**config.mk**
```make
export PLATFORM = sky130hd
export DESIGN_NAME = axi_lite_mem_slv
export DESIGN_NICKNAME = d
export VERILOG_FILES = /design/src/rtl/axi_lite_mem_slv.sv
export SDC_FILE = /design/constraint.sdc
export NUM_CORES = 1
export LEC_CHECK = 0
export CAP_MARGIN = 0
export CORE_MARGIN = 2
export CORE_UTILIZATION = 50
export CTS_BUF_LIST = sky130_fd_sc_hd__clkbuf_4 sky130_fd_sc_hd__clkbuf_8
export DETAILED_ROUTE_END_ITERATION = 8
export DONT_BUFFER_PORTS = 1
export GPL_TIMING_DRIVEN = 0
export PLACE_DENSITY_LB_ADDON = 0.25
export SLEW_MARGIN = 20
export SYNTH_ARGS = -nofsm -noshare
export SYNTH_HDL_FRONTEND = slang
export SYNTH_SLANG_ARGS = --single-unit
export TNS_END_PERCENT = 30
```
**constraint.sdc**
```tcl
create_clock -name clk_i -period 2.7 [get_ports clk_i]
set_input_delay 0.405 -clock clk_i [delete_from_list [all_inputs] [get_ports clk_i]]
set_output_delay 0.405 -clock clk_i [all_outputs]
set_load 0.01 [all_outputs]
```
**src/rtl/axi_lite_mem_slv.sv**
```systemverilog
// axi_lite_mem_slv: AXI4-Lite responder backed by a word-addressed register array, SLVERR outside its window
package axi_lite_mem_slv_pkg;
    typedef struct packed {
        logic [31:0] addr;
        logic [2:0]  prot;
    } ax_chan_t;
    typedef struct packed {
        logic [31:0] data;
        logic [3:0]  strb;
    } w_chan_t;
    typedef struct packed {
        logic [1:0] resp;
    } b_chan_t;
    typedef struct packed {
        logic [31:0] data;
        logic [1:0]  resp;
    } r_chan_t;
    typedef struct packed {
        ax_chan_t aw;
        logic     aw_valid;
        w_chan_t  w;
        logic     w_valid;
        logic     b_ready;
        ax_chan_t ar;
        logic     ar_valid;
        logic     r_ready;
    } req_t;
    typedef struct packed {
        logic    aw_ready;
        logic    w_ready;
        b_chan_t b;
        logic    b_valid;
        logic    ar_ready;
        r_chan_t r;
        logic    r_valid;
    } resp_t;
endpackage

module axi_lite_mem_slv #(
    parameter int unsigned          AddrWidth  = 32,
    parameter int unsigned          DataWidth  = 32,
    parameter int unsigned          NumWords   = 16,
    parameter logic [AddrWidth-1:0] BaseAddr   = '0,
    parameter type                  axi_req_t  = axi_lite_mem_slv_pkg::req_t,
    parameter type                  axi_resp_t = axi_lite_mem_slv_pkg::resp_t
) (
    input  logic      clk_i,
    input  logic      rst_ni,
    input  axi_req_t  axi_req_i,
    output axi_resp_t axi_resp_o
);
    localparam int unsigned NumBytes = DataWidth / 8;
    localparam int unsigned OffBits  = $clog2(NumBytes);
    localparam int unsigned IdxWidth = $clog2(NumWords);
    localparam logic [AddrWidth-1:0] Span = AddrWidth'(NumWords * NumBytes);

    logic                 rdy_q, aw_full, w_full, b_valid, r_valid;
    logic [AddrWidth-1:0] aw_addr, aw_off, ar_off;
    logic [DataWidth-1:0] w_data, r_data;
    logic [NumBytes-1:0]  w_strb;
    logic [1:0]           b_resp, r_resp;
    logic [DataWidth-1:0] mem [NumWords];
    logic                 aw_ok, ar_ok, aw_ready, w_ready, ar_ready, commit;
    logic [IdxWidth-1:0]  aw_idx, ar_idx;
    logic                 unused_prot;

    // rdy_q keeps every ready low while reset is held and for the first edge after it
    always_comb begin
        aw_off   = aw_addr - BaseAddr;
        ar_off   = axi_req_i.ar.addr - BaseAddr;
        aw_ok    = aw_off < Span;
        ar_ok    = ar_off < Span;
        aw_idx   = aw_off[OffBits +: IdxWidth];
        ar_idx   = ar_off[OffBits +: IdxWidth];
        aw_ready = rdy_q && !aw_full && !b_valid;
        w_ready  = rdy_q && !w_full && !b_valid;
        ar_ready = rdy_q && !r_valid;
        commit   = aw_full && w_full && !b_valid;
        unused_prot = ^{axi_req_i.aw.prot, axi_req_i.ar.prot};
        axi_resp_o          = '0;
        axi_resp_o.aw_ready = aw_ready;
        axi_resp_o.w_ready  = w_ready;
        axi_resp_o.b.resp   = b_resp;
        axi_resp_o.b_valid  = b_valid;
        axi_resp_o.ar_ready = ar_ready;
        axi_resp_o.r.data   = r_data;
        axi_resp_o.r.resp   = r_resp;
        axi_resp_o.r_valid  = r_valid;
    end

    always_ff @(posedge clk_i or negedge rst_ni) begin
        if (!rst_ni) begin
            rdy_q   <= 1'b0;
            aw_full <= 1'b0;
            w_full  <= 1'b0;
            b_valid <= 1'b0;
            r_valid <= 1'b0;
            aw_addr <= '0;
            w_data  <= '0;
            w_strb  <= '0;
            b_resp  <= '0;
            r_data  <= '0;
            r_resp  <= '0;
            for (int i = 0; i < NumWords; i++) mem[i] <= '0;
        end else begin
            rdy_q <= 1'b1;
            if (aw_ready && axi_req_i.aw_valid) begin
                aw_full <= 1'b1;
                aw_addr <= axi_req_i.aw.addr;
            end
            if (w_ready && axi_req_i.w_valid) begin
                w_full <= 1'b1;
                w_data <= axi_req_i.w.data;
                w_strb <= axi_req_i.w.strb;
            end
            if (commit) begin
                aw_full <= 1'b0;
                w_full  <= 1'b0;
                b_valid <= 1'b1;
                b_resp  <= aw_ok ? 2'b00 : 2'b10;
                for (int i = 0; i < NumBytes; i++)
                    if (aw_ok && w_strb[i]) mem[aw_idx][8*i +: 8] <= w_data[8*i +: 8];
            end else if (b_valid && axi_req_i.b_ready) begin
                b_valid <= 1'b0;
            end
            if (ar_ready && axi_req_i.ar_valid) begin
                r_valid <= 1'b1;
                r_data  <= ar_ok ? mem[ar_idx] : '0;
                r_resp  <= ar_ok ? 2'b00 : 2'b10;
            end else if (r_valid && axi_req_i.r_ready) begin
                r_valid <= 1'b0;
            end
        end
    end
endmodule

```
==> qor.yml <==
status: "complete, but fails checks"
violations: "negative hold slack, max-slew violations, negative setup slack"
core_area_mm2: 0.0552
drt_wl_total_um: 70700
seq_area_frac_synth_pct: 55.2
crit_family: "simple AND/OR/NAND/NOR gates"
min_period_over_period_pct: 104
fin_nets: 2038
cp_cell_sequence: "and3b_2, nand4_1, buf_6, nor4_4, mux2_2"
track_usage_pct: 25.3
clkSinkCount: 617
combPwrFrac_pct: 13.0
critPathMaxFanout: 10
drc: 0
yosys.area.top_type_share_pct: 55.2
clock_skew_ns: 0.0287
tightest_slew_ns: 2.37
crit_slowest_cell: "nor4_4"
ir_drop_mv: 0.550
critPathMaxStageDelay_ns: 0.90
max_freq_mhz: 355
numCtsBuffers: 101
clockRootBuffer: "clkbuf_8"
syn_inst: 1699
syn_area_mm2: 0.0280
cts_buffer_depth: 3
swShare_pct: 29.0
rsz0062_at_grt: "yes"
ctsHoldBuffers: 69
vias: 16300
p_leak_nw: 15.5
grt_overflow: 0
htreeDepth: 3
die_w_um: 241
post_drt_wl_per_cell_um: 25.7
finalSetupViolCount: 145
num_rows: 86
max-cap-violations: 0
path_buf_inv: 1
layout-drive-gt1-share_pct: 52.7
async_reset_ff_share_pct: 100
slew_violations: 270
seq_power_share_pct: 47.9
whs_ns: -0.570
yosysTopAreaCell: "dfrtp_1"
synth-edff-count: 0
gp_congestion: 0.870
clock_power_share_pct: 39.1
cts_tree: "yes"
antenna_found_initial: 2
vias_per_cell: 5.94
grt_max_degree: 618
powerDensity_mw_per_mm2: 677
die_y_um: 241
ys_ff_latch: 617
drtPass1Iterations: 5
reg2reg_to: "mem[11]$_DFFE_PN0P_"
crit_required_ns: 3.27
die_area_mm2: 0.0579
rrSetupSlack_ns: -0.11
finalHoldViolations: 617
cp-start-kind: "flop"
ys_top_cells_by_area: "dfrtp_1 55%, mux2_2 23%, mux4_2 10%, nor4_4 4.9%, a22oi_1 1.7%"
hp-class: "in2async"
yosysWarnings: 0
synth.distinct_cells: 32
critPathLaunch: "b_valid$_DFFE_PN0P_"
internal_power_w: 0.0157
dpl.hpwl_um: 44400
drtIter0Drc: 1032
cp-endpoint: "mem[11]$_DFFE_PN0P_"
finalSetupTns_ns: -6.76
initial_core_util_pct: 50.7
port_buffers: 0
slew_headroom_pct: -58.2
dp_slack_ns: -0.492
worstSetupPathDepth: 5
grt_pass1_vias: 17900
p_total_w: 0.0221
area_growth_pct: 16.5
fin_ws_ns: -0.114
grt_pass1_wl_um: 108000
r2r_cells: 5
worstSetupPathType: "reg2reg"
crit_arrival_ns: 3.38
clock_latency_ns: 0.71
min_period_ns: 2.81
antenna_left: 0
power.switching_w: 0.00640
synth_ff_type: "dfrtp_1"
clkSlewWorstSetupHoldPaths_ns: 0.06
fill_cells: 4227
io_pins: 154
reg2reg_from: "b_valid$_DFFE_PN0P_"
synth_area_per_cell_um2: 16.5
crit_path_end_kind: "flop"
cells in the mapped netlist (2+ instances only):
master / number
nand3_1: 6
nand2_1: 43
buf_2: 20
nor2b_1: 8
nand2b_1: 3
nor4_1: 11
buf_1: 37
conb_1: 2
clkbuf_1: 38
mux2_2: 578
nor4_4: 64
dfrtp_1: 617
a21o_1: 3
buf_6: 4
a22oi_1: 62
a22o_1: 31
nor2_1: 7
inv_1: 3
mux4_2: 128
nand4_1: 4
and2_1: 3
buf_4: 14
inv_2: 4
how the worst min path moves through the flow:
stage	to	slack, ns
finish	mem[134]$_DFFE_PN0P_	-0.57
global route	mem[134]$_DFFE_PN0P_	-0.62
CTS	mem[166]$_DFFE_PN0P_	-0.63
detailed placement	mem[166]$_DFFE_PN0P_	0.15
global placement	mem[166]$_DFFE_PN0P_	0.14
floorplan	aw_addr[10]$_DFFE_PN0P_	0.11
worst register-to-register path: stages, from the launching register on:
cell and delay [ns]:
dfrtp_1 0.42, and3b_2 0.34, nand4_1 0.29, buf_6 0.29, nor4_4 0.90, mux2_2 0.43
power groups by stage:
stage          combinational [W]  clock [W]  sequential [W]
6_report                 0.00287    0.00864          0.0106
5_1_grt                  0.00309    0.00926          0.0107
4_1_cts                  0.00283    0.00882          0.0105
3_5_place_dp             0.00273          0          0.0106
3_3_place_gp             0.00264          0          0.0106
2_1_floorplan            0.00203          0          0.0104
per-layer routing:
metal  part of all wire (%)  up-vias  global-route usage [%]
li1                       -     6927                       -
met1                     43     8820                    33.8
met2                     50      420                    42.1
met3                    4.4      141                    4.64
met4                    2.9        0                    8.60
met5                      0        -                       0
placed cells by master (no fill, tap or decap), types with 3 or more instances in the layout:
master	netlist	routed
nor4_2	1	3
nor2_1	7	7
a22oi_1	62	62
clkbuf_1	38	33
dfrtp_1	617	617
bufinv_16	0	3
clkinv_2	0	8
buf_6	4	11
nand2b_1	3	3
buf_12	0	26
buf_1	37	37
and2_1	3	3
clkbuf_8	0	126
mux4_2	128	128
nor4_4	64	66
buf_4	14	38
nor2b_1	8	8
nor4_1	11	7
buf_2	20	17
clkbuf_2	0	4
mux2_2	578	575
inv_2	4	4
a22o_1	31	31
inv_1	3	3
conb_1	2	3
nand2_1	43	43
a21o_1	3	3
nand3_1	6	5
clkbuf_4	0	37
mux2_4	0	3
dlygate4sd3_1	0	69
nand4_1	4	4
timing repair:
item	4_1_cts	5_1_grt
hold endpoints to repair	686	617
setup endpoints to repair	552	345
pin swaps	51	23
buffers inserted	30	23
resized for setup	16	7
logic make-up after synthesis:
kind of cell           Yosys count  synth area share, %
muxes                          707                 33.6
DFF                            617                 55.2
and+or+nand+nor                152                 6.39
buffers and inverters          120                 1.99
AOI/OAI and AO/OA              101                 2.85
other                            2               0.0268
metrics by stage:
stage	cells	utilization (%)	area (um^2)
2_1_floorplan	1700	-	28000
3_3_place_gp	2448	52.4	28900
3_5_place_dp	2449	52.5	29000
4_1_cts	2722	58.4	32200
5_1_grt	2746	59.1	32600
6_report	2746	59.1	32600
flip-flops by register name, summed over array words and instances, names as in the netlist:
signal   cells
b_valid      1
r_resp       1
aw_full      1
mem        512
w_full       1
r_valid      1
aw_addr     30
w_strb       4
rdy_q        1
r_data      32
b_resp       1
w_data      32
area by class of cell:
type	instances	area, um^2	area share [%]
flip-flops and latches	617	15400	47.4
well taps	748	936	2.87
clock buffers	163	2010	6.17
multi-input cells	963	12100	37.0
inverters	7	26.3	0.0806
plain buffers	112	563	1.73
diodes	1	2.50	0.00768
clock inverters	12	138	0.422
repair buffers	123	1430	4.37
Power figures use the tool's default switching activity.
